===== src/rtl/koa_seq_mult_pkg.sv =====
// Shared definitions for the sequential Karatsuba significand multiplier:
// FSM state encoding and operand-width derivation helpers.
package koa_seq_mult_pkg;

    localparam int unsigned KOA_SW_DEFAULT = 24;

    typedef enum logic [2:0] {
        IDLE    = 3'd0,
        MUL_LO  = 3'd1,
        MUL_HI  = 3'd2,
        MUL_MID = 3'd3,
        DONE    = 3'd4
    } koa_state_e;

    function automatic int unsigned koa_half_width(input int unsigned sw);
        return sw / 2;
    endfunction

    function automatic bit koa_width_ok(input int unsigned sw);
        return (sw >= 4) && ((sw % 2) == 0);
    endfunction

endpackage


===== src/rtl/koa_seq_mult_half_mult.sv =====
// Combinational unsigned WxW -> 2W multiplier, shared by all three
// Karatsuba partial products.
module koa_half_mult
    import koa_seq_mult_pkg::*;
#(
    parameter int unsigned W = koa_half_width(KOA_SW_DEFAULT) + 1
) (
    input  logic [W-1:0]   a_i,
    input  logic [W-1:0]   b_i,
    output logic [2*W-1:0] p_o
);

    assign p_o = (2*W)'(a_i) * (2*W)'(b_i);

endmodule


===== src/rtl/koa_seq_mult.sv =====
// Sequential single-level Karatsuba multiplier: lo, hi and mid partial
// products are formed on one shared multiplier over three cycles.
module koa_seq_mult
    import koa_seq_mult_pkg::*;
#(
    parameter int unsigned SW     = KOA_SW_DEFAULT,
    parameter bit          REG_IN = 1'b1
) (
    input  logic            clk,
    input  logic            rst,
    input  logic            flush,
    input  logic            in_valid,
    output logic            in_ready,
    input  logic [SW-1:0]   Data_A_i,
    input  logic [SW-1:0]   Data_B_i,
    output logic            out_valid,
    input  logic            out_ready,
    output logic [2*SW-1:0] sgf_result_o
);

    localparam int unsigned H  = koa_half_width(SW);
    localparam int unsigned PW = 2*H + 2;
    localparam int unsigned RW = 2*SW + 2;

    if (!koa_width_ok(SW)) begin : g_bad_sw
        $error("koa_seq_mult: SW must be even and >= 4");
    end

    koa_state_e state_q, state_d;
    logic       accept;

    assign in_ready  = (state_q == IDLE) || ((state_q == DONE) && out_ready);
    assign accept    = in_valid && in_ready && !flush;
    assign out_valid = (state_q == DONE);

    // NOTE: every combinational output gets a default before the case, so no
    // path leaves it unassigned and no latch is inferred.
    always_comb begin
        state_d = state_q;
        if (flush) begin
            state_d = IDLE;
        end else begin
            case (state_q)
                IDLE:    if (accept) state_d = MUL_LO;
                MUL_LO:  state_d = MUL_HI;
                MUL_HI:  state_d = MUL_MID;
                MUL_MID: state_d = DONE;
                DONE: begin
                    if (accept)         state_d = MUL_LO;
                    else if (out_ready) state_d = IDLE;
                end
                default: state_d = IDLE;
            endcase
        end
    end

    // NOTE: sequential state uses non-blocking assignments so every register
    // samples pre-edge values regardless of process ordering.
    always_ff @(posedge clk or negedge rst) begin
        if (!rst) state_q <= IDLE;
        else      state_q <= state_d;
    end

    logic [SW-1:0] a_op, b_op;

    if (REG_IN) begin : g_reg_in
        logic [SW-1:0] a_q, b_q;

        always_ff @(posedge clk or negedge rst) begin
            if (!rst) begin
                a_q <= '0;
                b_q <= '0;
            end else if (accept) begin
                a_q <= Data_A_i;
                b_q <= Data_B_i;
            end
        end

        assign a_op = a_q;
        assign b_op = b_q;
    end else begin : g_direct_in
        assign a_op = Data_A_i;
        assign b_op = Data_B_i;
    end

    logic [H:0]    mul_a, mul_b;
    logic [PW-1:0] mul_p;

    always_comb begin
        mul_a = '0;
        mul_b = '0;
        case (state_q)
            MUL_LO: begin
                mul_a = {1'b0, a_op[H-1:0]};
                mul_b = {1'b0, b_op[H-1:0]};
            end
            MUL_HI: begin
                mul_a = {1'b0, a_op[SW-1:H]};
                mul_b = {1'b0, b_op[SW-1:H]};
            end
            MUL_MID: begin
                mul_a = {1'b0, a_op[SW-1:H]} + {1'b0, a_op[H-1:0]};
                mul_b = {1'b0, b_op[SW-1:H]} + {1'b0, b_op[H-1:0]};
            end
            default: ;
        endcase
    end

    koa_half_mult #(.W(H + 1)) u_half_mult (
        .a_i (mul_a),
        .b_i (mul_b),
        .p_o (mul_p)
    );

    logic [2*H-1:0] p_lo_q, p_hi_q;
    logic [PW-1:0]  p_mid_q;

    always_ff @(posedge clk or negedge rst) begin
        if (!rst) begin
            p_lo_q  <= '0;
            p_hi_q  <= '0;
            p_mid_q <= '0;
        end else if (flush) begin
            p_lo_q  <= '0;
            p_hi_q  <= '0;
            p_mid_q <= '0;
        end else begin
            case (state_q)
                MUL_LO:  p_lo_q  <= mul_p[2*H-1:0];
                MUL_HI:  p_hi_q  <= mul_p[2*H-1:0];
                MUL_MID: p_mid_q <= mul_p;
                default: ;
            endcase
        end
    end

    // The result loads on the same edge that registers P_mid, so the mid
    // product is forwarded straight from the multiplier in that cycle.
    logic [PW-1:0] p_mid_cur;
    logic [RW-1:0] wide_sum;
    logic          result_load;
    logic [2*SW-1:0] result_q;

    assign p_mid_cur   = (state_q == MUL_MID) ? mul_p : p_mid_q;
    assign wide_sum    = (RW'(p_hi_q) << SW)
                       + ((RW'(p_mid_cur) - RW'(p_hi_q) - RW'(p_lo_q)) << H)
                       + RW'(p_lo_q);
    assign result_load = (state_q == MUL_MID) && !flush;

    always_comb begin
        if (result_load) assert (wide_sum[RW-1:2*SW] == '0);
    end

    always_ff @(posedge clk or negedge rst) begin
        if (!rst)             result_q <= '0;
        else if (result_load) result_q <= wide_sum[2*SW-1:0];
    end

    assign sgf_result_o = result_q;

endmodule


===== config.mk =====
export PLATFORM = sky130hd
export DESIGN_NAME = koa_seq_mult
export DESIGN_NICKNAME = d
export VERILOG_FILES = /design/src/rtl/koa_seq_mult_pkg.sv /design/src/rtl/koa_seq_mult_half_mult.sv /design/src/rtl/koa_seq_mult.sv
export SDC_FILE = /design/constraint.sdc
export NUM_CORES = 1
export LEC_CHECK = 0
export BUFFER_PORTS_ARGS = -buffer_cell sky130_fd_sc_hd__buf_4
export CAP_MARGIN = 5
export CELL_PAD_IN_SITES_DETAIL_PLACEMENT = 1
export CELL_PAD_IN_SITES_GLOBAL_PLACEMENT = 1
export CORE_UTILIZATION = 48
export DETAILED_ROUTE_END_ITERATION = 12
export GPL_TIMING_DRIVEN = 0
export HOLD_SLACK_MARGIN = 0.05
export PLACE_DENSITY_LB_ADDON = 0.1
export SYNTH_ARGS = -nofsm -noshare
export SYNTH_HDL_FRONTEND = slang
export SYNTH_SLANG_ARGS = --single-unit

===== constraint.sdc =====
create_clock -name clk -period 15.43 [get_ports clk]
set_input_delay 0.7715 -clock clk [delete_from_list [all_inputs] [get_ports clk]]
set_output_delay 0.7715 -clock clk [all_outputs]
set_load 0.05 [all_outputs]

==> results of run 1 <==
-- sequential cells by signal (all words and copies together), names as in the netlist --
register      count
sgf_result_o     48
p_mid_q          26
a_op             24
b_op             24
p_hi_q           24
p_lo_q           24
state_q           3
-- path summary, 6_finish.rpt --
kind	slack, ns	endpoint	cells past startpoint	start
min in group clk	0.48	sgf_result_o[16]$_DFFE_PN0P_	2	sgf_result_o[16]$_DFFE_PN0P_
min	0.36	sgf_result_o[13]$_DFFE_PN0P_	1	rst
min reg2reg	0.48	sgf_result_o[16]$_DFFE_PN0P_	2	sgf_result_o[16]$_DFFE_PN0P_
max in group asynchronous	14.23	b_op[21]$_DFFE_PN0P_	2	rst
max reg2reg	0.82	sgf_result_o[47]$_DFFE_PN0P_	51	a_op[0]$_DFFE_PN0P_
max	0.82	sgf_result_o[47]$_DFFE_PN0P_	51	a_op[0]$_DFFE_PN0P_
-- cell type report --
cell class / count / area [um2] / area share, %
multi-input combinational: 1604 / 12300 / 62.0
inverter: 250 / 938 / 4.75
clock inverter: 14 / 165 / 0.836
buffer: 67 / 251 / 1.27
tap: 468 / 586 / 2.96
timing repair buffer: 102 / 793 / 4.01
sequential: 173 / 4330 / 21.9
clock buffer: 18 / 439 / 2.22
-- routing by layer --
metal | up-vias | share of wire, %
met1 | 7685 | 41
li1 | 7264 | -
met3 | 124 | 2.7
met5 | - | 0
met4 | 0 | 4.5
met2 | 299 | 52
-- metrics by stage --
step / instances / setup slack, ns / util, %
5_1_grt: 2696 / 0.0702 / 54.1
3_3_place_gp: 2663 / 1.07 / 52.3
4_1_cts: 2696 / 0.656 / 54.1
3_5_place_dp: 2664 / 0.759 / 52.4
2_1_floorplan: 2094 / 3.53 / -
6_report: 2696 / 0.823 / 54.1
-- layout by cell type, fill, tap and decap left out, types with 6 or more instances in the layout --
cell / n
a211oi_1: 19
a21boi_0: 9
a21o_1: 60
a21oi_1: 163
a22oi_1: 16
a31oi_1: 14
and2_1: 31
and3_1: 13
buf_4: 100
clkbuf_1: 62
clkbuf_16: 17
dfrtp_1: 173
fa_1: 126
ha_1: 180
inv_1: 250
mux2_2: 54
nand2_1: 351
nand2b_1: 21
nand3_1: 14
nand4_1: 6
nor2_1: 116
nor2b_1: 35
nor3_1: 25
o211ai_1: 7
o21a_1: 20
o21ai_0: 107
o21bai_1: 14
o31a_1: 7
o31ai_1: 9
or2_2: 7
or3_1: 10
xnor2_1: 74
xor2_1: 25
-- power groups by stage --
stage | clock (W) | combinational (W) | sequential (W)
after detailed placement | 0 | 0.00258 | 0.000622
after floorplan | 0 | 0.00180 | 0.000775
after global routing | 0.000482 | 0.00287 | 0.000624
after CTS | 0.000471 | 0.00261 | 0.000613
after global placement | 0 | 0.00251 | 0.000614
final | 0.000461 | 0.00262 | 0.000613
-- logic make-up (layout without fill, tap and decap cells) --
kind of cell             count (synthesis)  count (layout)  share of synthesized area (%)
AND/OR/NAND/NOR                        646             646                           16.0
AO/OA/AOI/OAI                          496             496                           17.6
buffers and inverters                  317             451                           6.70
adder cells (fa/ha/maj)                306             306                           26.9
flip-flops                             173             173                           24.4
XOR/XNOR                                99              99                           4.88
multiplexers                            57              57                           3.59
-- worst register-to-register path, delay by kind of cell (launching register included) --
family                     cells  cell delay (ns)
AOI/OAI and AO/OA             21             5.50
adders and majority gates     11             4.81
and+or+nand+nor               10             2.11
buffers and inverters          6             1.13
xor gates and xnor gates       3             0.55
DFF                            1             0.40
==> summary by stage, run 1 <==
Placed design
The congestion estimate from routability-driven global placement came to approximately 0.94. Summing all placed instances gives a cell area of roughly 19000 um2. The HPWL after detailed placement is 47500 um. The number of buffers added on ports is 101.

Synth
After synthesis the cells add up to ~18000 um2. The distinct cell type count of the synthesized netlist is 62. Each instance of the synthesized netlist takes up on average 8.48 um2. Summed over its instances, the top area cell type makes up 24.4% of the synthesized netlist area.

By area the synthesized netlist is led by dfrtp_1, fa_1, ha_1. The most numerous cell in the Yosys netlist is nand2_1. The leading register cell type out of synthesis is dfrtp_1.

Of all flip-flops after synthesis, the portion carrying an async set or reset was 100%. The synthesized design contains between 150 and 200 register bits. The number of standard cells after synthesis is 2094. During synthesis, Yosys emitted a total of 0 warnings. Of all cell types, the one taking the most synthesized area is dfrtp_1. The net count of the mapped netlist is 2453.

After synthesis, the most frequently instantiated cells are nand2_1, inv_1, ha_1. The number of enable-type register cells in the synthesized netlist is 0. The sequential area share after synthesis is 24.4%.

Route
Once detail routing completed, the nets flagged for antenna violations numbered 0. The total via count in the routed design is approximately 15000. The first detailed-routing pass took 7 iterations. The routed design has 57500 um of wire.

The via-per-instance ratio is 5.70. The detailed router finished its first iteration with 694 violations. The total DRC errors in the routed layout is 0. After detailed routing, the average wire length per cell comes to approximately 21 um.

Critical path
The number of buffer and inverter stages on the critical path is 6. The critical path data required time is 15.81 ns. The type of the worst setup path is register to register. Of all nets on the critical path, the largest fanout is 10. Grouping stages by cell kind, the critical path spends the most delay in compound AO/OA/AOI/OAI gates. The startpoint type of the worst setup path is a register. The worst setup path is captured at a register. In this design, the stage delay of the slowest critical-path cell is 0.77 ns.

On the critical path, the stage with the largest delay is an instance of o21ai_0. The data arrival time of the critical path is 14.99 ns.

Floorplanning
The area of the die is 37800 um2. The placeable core area is 36500 um2. The number of top-level design ports is 103. The number of rows in the core area is 70. The effective utilization at floorplan is about 49%. From bottom edge to top edge, the die measures 194 um. The horizontal die dimension is 194 um.

GRT
In the global route stage, met2 resource usage came out at about three fifths. Global routing consumed, over all layers together, 31.5% of the routing resources. For met3 alone, demand over resource in global routing was 3.57%. The global-route met1 utilization is 35.9%. The global routing stage identified its most utilized layer as met2. The first global-routing pass estimated 91500 um of wire. The number of global-route vias before repair is 16700. The initial antenna violation count came to 0. For this run the aggregate overflow at the end of global routing stands at 0. Entering global routing, the biggest net connects 111 pins.

Timing
Setup repair after global routing left no endpoint under its margin. The tightest slew margin relative to the limit is 33.5%. The final critical-path required period is 14.61 ns. The hold violation total from the final report is 0. For the pin with the worst max-slew slack, the measured transition is 0.988 ns. For the final database, setup skew stands at 0.0159 ns. The final total negative setup slack is 0 ns. The part of the cycle the worst path needs is 94.7%. The timing-limited maximum frequency is slightly below 70 MHz. Setup violations remaining at the end of the flow were counted as 0. The post-route worst hold slack is roughly 0.36 ns. The final number of max-transition violations is 0.

Power and ir drop
The switching power of the nets is 0.00191 W. Of the total power, the share spent switching nets is 51.7%. The clock network accounts for ~13% of the total power.

Sequential cells burn 16.6% of the power. The total design power is approximately 0.0037 W. For this design the static power due to leakage is about 10 nW. Per report_power, the combinational group accounts for 70.9% of the total. In this run the power density over the cells is 187 nW/um2.

IR analysis of the VDD net gives a maximum drop of 0.0965 mV. The internal portion of the total power is 0.00178 W.

Finish
At the end of the flow, the number of nets in the layout was 2574. The count of inserted antenna diode cells is 0. Once layout is done, the placed cells without fillers occupy 19800 um2.

From synthesis to final layout, the design area changed by 11.2%. In the final layout, the share of cells above drive strength 1 is a little under a tenth. The layout has between 4000 and 5000 filler cells.

Clock tree
In this run the number of H-tree levels came out at 4. The maximum count of clock buffers along a single path is 2. The worst-skew pair later-pin latency is 0.47 ns. Gates resized during post-CTS repair numbered 0. Clock tree synthesis selected as its root buffer the cell clkbuf_16. The number of clock sinks is approximately 170. TritonCTS created 17 clock buffers.

The clock tree from TritonCTS is done. In this run, post-CTS hold repair placed 0 buffers. The number of buffers inserted to repair setup after CTS is 0. The clock edge transition at the registers on the reported setup and hold paths is roughly 0.08 ns.

Hold path
The type of the worst min-delay path is input pin to asynchronous set/reset pin.

Run
Across the run, the number of max-cap violations was 0.

Outcome
The run finished with clean final reports.
No activity file was read; power rests on OpenSTA's default activity.
==> run 2: changes to the inputs <==
--- a/config.mk
+++ b/config.mk
@@ -14,6 +14,7 @@
 export GPL_TIMING_DRIVEN = 0
 export HOLD_SLACK_MARGIN = 0.05
 export PLACE_DENSITY_LB_ADDON = 0.1
+export REMOVE_ABC_BUFFERS = 1
 export SYNTH_ARGS = -nofsm -noshare
 export SYNTH_HDL_FRONTEND = slang
 export SYNTH_SLANG_ARGS = --single-unit
==> run 2 against run 1 <==
Net effect: hold slack worse by 0.068 ns; total power hardly changed; combinational power barely moved; critical path type unchanged; largest cell class unchanged.
==> summary by stage, run 2 (synthesis results as in run 1) <==
Power and ir drop
The switching power of the nets is 0.00189 W (-0.85%). The total power density per cell area is 187 nW/um2 (about the same). The leakage power is 9.77 nW (+0.22%). The worst IR drop on VDD is 0.105 mV (+9.2%). The part of the power in combinational logic is 70.8% (about the same).

The net switching fraction of the power is 51.3% (-0.42 points). The portion of total power attributed to sequential cells is 16.5% (about the same). The total internal power is 0.00180 W (+0.83%). The total design power is 0.00369 W (about the same). The clock network fraction of design power is 12.7% (+0.2 points).

Route
The total via count in the routed design is 14900 (-2.9%). The final wirelength came to 51800 um (-9.9%). The detailed router's first-iteration violation count was 486 (-30%). The number of optimization iterations in the first detailed-route pass was 4 (-3). The top routing layer in use is met4.

The detailed-routed wire length on met2 was 27100 um (-9.8%). The antenna violation net count after detailed routing came to 0 (unchanged). The met1 wire length was 22500 um (-3.7%). The average wire per cell in the routed design came to 19.6 um (-8.1%).

The routed wire length on met3 came to 1180 um (-24%). The via-per-instance ratio is 5.65 (-0.96%). The total DRC errors in the routed layout was 0 (unchanged).

Timing
The worst path setup slack after routing was 1.21 ns (+0.389 ns). The final number of max-transition violations came to 0 (unchanged). The post-route clock skew is 0.0234 ns (+0.00742 ns). Setup repair after global routing left no endpoint under its margin. The number of endpoints failing setup at the final stage is 0 (unchanged).

The timing-limited maximum frequency came to 70.3 MHz (+2.7%). The transition time at the pin with the least slew margin came to 1.31 ns (+0.327 ns). The part of the cycle the worst path needs is 92.1% (-2.5 points). The final total negative setup slack is 0 ns (unchanged). The hold violation total from the final report is 0 (unchanged). The tightest slew margin relative to the limit came to 12.4% (-21 points).

The final critical-path required period is 14.22 ns (-0.389 ns).

Clock tree
The number of buffers inserted to repair setup after CTS is 0 (unchanged). The quantity of gates resized following cts came to 0 (unchanged). The H-tree level count was 4 (unchanged). The clock tree from TritonCTS is done. The maximum count of clock buffers along a single path is 2 (unchanged).

The hold-fix buffer count after cts is 0 (unchanged). The number of CTS-inserted buffers is 17 (unchanged). The worst-skew pair later-pin latency is 0.48 ns (about the same).

The clock edge transition at the registers on the reported setup and hold paths is 0.08 ns (about the same). The number of clock sinks came to 173 (unchanged). The root cell of the clock tree is clkbuf_16.

Floorplanning
The number of rows in the core area was 70 (unchanged). The area of the die is 37800 um2 (unchanged). The horizontal die dimension is 194 um (unchanged). The number of top-level design ports is 103 (unchanged). The effective utilization at floorplan is 48.6% (unchanged). The placeable core area is 36500 um2 (unchanged). The height of the chip came to 194 um (unchanged).

Finish
The number of filler instances in the final layout is 4488 (+1.8%). The fraction of final layout cells with drive strength greater than 1 is 10.4% (+1.1 points). The register area is 4330 um2 (unchanged). The multi-input combinational cell area is 12300 um2 (+0.30%).

The library cell used most frequently in the layout, excluding fill and tap cells, is nand2_1. The post-synthesis to final-layout area growth was 11.1% (about the same). The number of flip-flops in the largest register came to 48 (unchanged).

The count of inserted antenna diode cells is 0 (unchanged). The number of nets in the final layout is 2520 (-2.1%). The top cell types in the final layout, fill and taps aside, are nand2_1, inv_1, ha_1, dfrtp_1, a21oi_1.

Placed design
The number of buffers added on ports was 102 (+0.99%). The global placer's final weighted congestion is 0.918 (-2.0%). The detailed-placement wirelength estimate is 41100 um (-13%). The worst-case setup slack after placement came to 0.867 ns (+0.108 ns).

GRT
The total grt overflow is 0 (unchanged). The pin count of the biggest net entering global routing is 95 (-14%). The first-pass GRT wire length is 84200 um (-8.1%). The initial antenna violation count is 0 (unchanged).

The total global routing track utilization is 28.2% (-3.4 points). The number of global-route vias before repair is 16000 (-4.5%).

Outcome
The run finished with clean final reports.

Critical path
The data arrival time of the critical path was 14.60 ns (-0.39 ns). The startpoint type of the worst setup path is a register. The critical path data required time is 15.81 ns (about the same).

The peak per-stage delay on the critical path is 0.73 ns (-0.04 ns). For this design, the slowest cell found on the critical path is a21oi_1. The type of destination of the critical path is a register.

By instance count, the cell type seen most on the critical path is o21ai_0. The largest fanout of any net on the critical path was 10 (unchanged). The critical path in this run is classified as register to register.

Hold path
The min-delay analysis places its worst path in the category input pin to asynchronous set/reset pin.

Run
The max-capacitance violation count is 0 (unchanged).
-- run 2: worst paths after layout --
| kind | slack [ns] | cells past startpoint | endpoint | startpoint |
|---|---|---|---|---|
| max | 1.21 | 52 | sgf_result_o[47]$_DFFE_PN0P_ | b_op[0]$_DFFE_PN0P_ |
| min | 0.29 | 1 | sgf_result_o[8]$_DFFE_PN0P_ | rst |
| max reg2reg | 1.21 | 52 | sgf_result_o[47]$_DFFE_PN0P_ | b_op[0]$_DFFE_PN0P_ |
| min reg2reg | 0.47 | 2 | sgf_result_o[34]$_DFFE_PN0P_ | sgf_result_o[34]$_DFFE_PN0P_ |
| max in group asynchronous | 14.22 | 2 | b_op[11]$_DFFE_PN0P_ | rst |
| min in group clk | 0.47 | 2 | sgf_result_o[34]$_DFFE_PN0P_ | sgf_result_o[34]$_DFFE_PN0P_ |
-- run 2: stage by stage --
step | instances | instance area [um2] | util [%] | hold slack (ns)
2_1_floorplan | 2027 | 17500 | - | 0.467
3_3_place_gp | 2597 | 18900 | 51.7 | 0.451
3_5_place_dp | 2609 | 19100 | 52.3 | 0.457
4_1_cts | 2641 | 19700 | 53.9 | 0.317
5_1_grt | 2642 | 19700 | 54.0 | 0.343
6_report | 2642 | 19700 | 54.0 | 0.292
-- run 2: area by class of cell --
cell class	count	share of cell area, %
Tap cell	468	2.97
Inverter	250	4.75
Timing Repair Buffer	115	5.02
Sequential cell	173	21.9
Clock buffer	18	2.22
Multi-Input combinational cell	1604	62.3
Clock inverter	14	0.830
-- run 2: power groups by stage --
stage	Sequential, W	Combinational [W]	Clock [W]
after floorplan	0.000776	0.00179	0
after global placement	0.000614	0.00251	0
after detailed placement	0.000618	0.00259	0
after CTS	0.000610	0.00262	0.000479
after global routing	0.000622	0.00288	0.000490
final	0.000609	0.00262	0.000469
-- run 2: metal layers --
metal,up-vias,GRT usage [%]
li1,7155,-
met1,7495,33.7
met2,211,53.0
met3,58,2.97
met4,0,7.97
met5,-,0
-- run 2: critical path, delay by kind of cell (launching register included) --
family,cells,cell delay [ns]
buf+inv,5,0.26
compound gates,21,5.90
xor+xnor,1,0.27
flops,1,0.38
fa+ha+maj,11,4.78
simple gates,14,2.51
==> run 3: changes to the inputs <==
--- a/config.mk
+++ b/config.mk
@@ -9,6 +9,7 @@
 export CAP_MARGIN = 5
 export CELL_PAD_IN_SITES_DETAIL_PLACEMENT = 1
 export CELL_PAD_IN_SITES_GLOBAL_PLACEMENT = 1
+export CORE_ASPECT_RATIO = 0.6
 export CORE_UTILIZATION = 48
 export DETAILED_ROUTE_END_ITERATION = 12
 export GPL_TIMING_DRIVEN = 0
==> run 3 against run 2 <==
Net effect: critical path depth fell by 2; total power rose by 3.9%; worst setup slack got worse by 0.41 ns; via count rose by 3.5%; clock skew fell by 0.011 ns; sequential power barely moved; maximum frequency fell by 2.8%; utilization rose by 0.43 points; critical path type unchanged.
==> summary by stage, run 3 (synthesis results as in run 1) <==
Finish
The register area came to 4330 um2 (unchanged). The commonest non-fill, non-tap cell in the layout is nand2_1. The number of nets in the final layout is 2521 (+0.040%). The fraction of final layout cells with drive strength greater than 1 came to 10.6% (+0.18 points). The area growth from synthesis to layout is 11.7%. The count of inserted antenna diode cells is 0 (unchanged).

The number of filler instances in the final layout is 4338 (-3.3%). The number of flip-flops in the largest register came to 48 (unchanged). The multi-input combinational cell area is 12300 um2 (+0.18%). The library cells used most frequently in the layout, excluding fill and tap cells, are nand2_1, inv_1, ha_1, dfrtp_1, a21oi_1.

Critical path
The peak per-stage delay on the critical path came to 0.94 ns (+0.21 ns). The critical path data required time is 15.82 ns (about the same). On the critical path, the stage with the largest delay is an instance of o22ai_1. The data arrival time of the critical path is 15.01 ns (+0.41 ns). The launch point of the worst path is b_op[13]$_DFFE_PN0P_. The worst register-to-register path begins at b_op[13]$_DFFE_PN0P_. The largest fanout of any net on the critical path is 13 (+3).

The worst setup path is captured at a register. The number of buffer and inverter stages on the critical path was 3 (-2). STA classifies the critical path startpoint as a register. The kind of cell adding the most delay to the critical path is compound AO/OA/AOI/OAI gates. The worst setup path is of the register to register kind.

Clock tree
The number of clock sinks is 173 (unchanged). The clock edge transition at the registers on the reported setup and hold paths is 0.08 ns (about the same). The number of CTS-inserted buffers was 17 (unchanged). The H-tree level count was 4 (unchanged). The worst-skew pair later-pin latency is 0.47 ns (about the same). The maximum count of clock buffers along a single path came to 2 (unchanged). The root cell of the clock tree is clkbuf_16. TritonCTS built the clock tree. The number of buffers inserted to repair setup after CTS is 0 (unchanged).

Power and ir drop
The worst IR drop on VDD is 0.141 mV (+33%). The leakage power is 9.80 nW (+0.29%). The total power density per cell area is 193 nW/um2 (+3.4%).

Outcome
The flow ran to the end, and the final reports show no timing, DRC or antenna violations.

Floorplanning
The number of rows in the core area is 54 (-23%). The number of top-level design ports is 103 (unchanged). The height of the chip is 151 um (-22%). The placeable core area is 36400 um2 (-0.29%). The effective utilization at floorplan is 48.8% (+0.14 points). The area of the die was 37800 um2 (about the same). The horizontal die dimension is 250 um (+29%).

Placed design
The number of buffers added on ports is 102 (unchanged). The detailed-placement wirelength estimate was 43600 um (+6.1%). The global placer's final weighted congestion is 0.926 (+0.85%).

GRT
The number of global-route vias before repair came to 16100 (+0.69%). The pin count of the biggest net entering global routing came to 102 (+7.4%). The initial antenna violation count is 0 (unchanged). The total global routing track utilization is 30.4% (+2.2 points). The total grt overflow is 0 (unchanged). The first-pass GRT wire length is 88700 um (+5.3%).

Timing
The final number of max-transition violations is 0 (unchanged). The final critical-path required period is 14.63 ns (+0.408 ns). The part of the cycle the worst path needs is 94.8% (+2.6 points).

The post-route clock skew is 0.0122 ns (-0.0111 ns). The post-route worst hold slack is 0.356 ns (+0.0635 ns). The tightest slew margin relative to the limit is 9.29% (-3.1 points).

The transition time at the pin with the least slew margin was 1.36 ns (+0.0462 ns). The final total negative setup slack is 0 ns (unchanged). The hold violation total from the final report is 0 (unchanged). The timing-limited maximum frequency came to 68.4 MHz (-2.8%). The number of endpoints failing setup at the final stage was 0 (unchanged).

Route
The via-per-instance ratio is 5.82 (+3.1%). The number of optimization iterations in the first detailed-route pass was 5 (+1). The detailed router's first-iteration violation count is 1059 (+120%).

The antenna violation net count after detailed routing was 0 (unchanged). The total DRC errors in the routed layout came to 0 (unchanged). The average wire per cell in the routed design was 20.8 um (+6.2%). The total via count in the routed design is 15400 (+3.5%). The final wirelength is 55200 um (+6.6%).

Hold path
The type of the worst min-delay path is input pin to asynchronous set/reset pin.

Run
The max-capacitance violation count came to 0 (unchanged).
## run 3: cell types whose count changed in the layout (fill, tap and decap cells not counted), sizes merged
| cell | before | now |
|---|---|---|
| inv | 261 | 252 |
| clkinv | 2 | 6 |
| bufinv | 1 | 4 |
| clkbuf | 18 | 20 |
| buf | 115 | 116 |
## run 3: stage by stage
| stage | worst slack, ns | util, % | power [W] | cells | instance area [um2] |
|---|---|---|---|---|---|
| after global placement | -1.82 | 51.8 | 0.00316 | 2605 | 18900 |
| after global routing | -0.00684 | 54.5 | 0.00413 | 2651 | 19800 |
| final | 0.804 | 54.5 | 0.00384 | 2651 | 19800 |
| after floorplan | 3.09 | - | 0.00257 | 2027 | 17500 |
| after detailed placement | 0.320 | 52.5 | 0.00328 | 2618 | 19100 |
| after CTS | 0.0151 | 54.3 | 0.00381 | 2650 | 19800 |
## run 3: worst reg2reg max path: cells and delay by family (launching register included)
family	cells	cell delay, ns
buf+inv	3	0.16
fa+ha+maj	10	4.45
xor+xnor	3	0.59
simple gates	12	2.57
compound gates	22	6.36
flops	1	0.42
## run 3: report_power, final
| part | total, W | switching, W | internal, W | leakage (nW) |
|---|---|---|---|---|
| registers | 0.000611 | 0.0000685 | 0.000542 | 2.23 |
| logic | 0.00271 | 0.00169 | 0.00102 | 7.24 |
| clock network | 0.000515 | 0.000226 | 0.000289 | 0.327 |
## run 3: what timing repair did
action,in CTS,in global routing
endpoints found under the setup margin,0,7
resized for setup,0,9
hold buffers,0,0
## run 3: layout make-up
type | count | area share, %
inverters | 250 | 4.73
flip-flops and latches | 173 | 21.8
clock buffers | 20 | 2.35
clock inverters | 12 | 1.03
repair buffers | 116 | 4.99
well taps | 476 | 3.00
multi-input cells | 1604 | 62.1
## run 3: layer usage
layer  share of wire (%)  vias to the layer above  global-route usage [%]
met5                0.15                        -                    1.69
met2                  42                      363                    45.4
met1                  50                     7870                    44.6
met4                0.95                        2                    5.58
met3                 6.9                       44                    7.08
li1                    -                     7156                       -
## run 3: worst paths after layout
| check | endpoint | slack (ns) | cells past startpoint |
|---|---|---|---|
| max | sgf_result_o[47]$_DFFE_PN0P_ | 0.80 | 50 |
| min in group clk | sgf_result_o[34]$_DFFE_PN0P_ | 0.47 | 2 |
| min | a_op[14]$_DFFE_PN0P_ | 0.36 | 1 |
| min reg2reg | sgf_result_o[34]$_DFFE_PN0P_ | 0.47 | 2 |
| max in group asynchronous | sgf_result_o[46]$_DFFE_PN0P_ | 14.14 | 2 |
| max reg2reg | sgf_result_o[47]$_DFFE_PN0P_ | 0.80 | 50 |
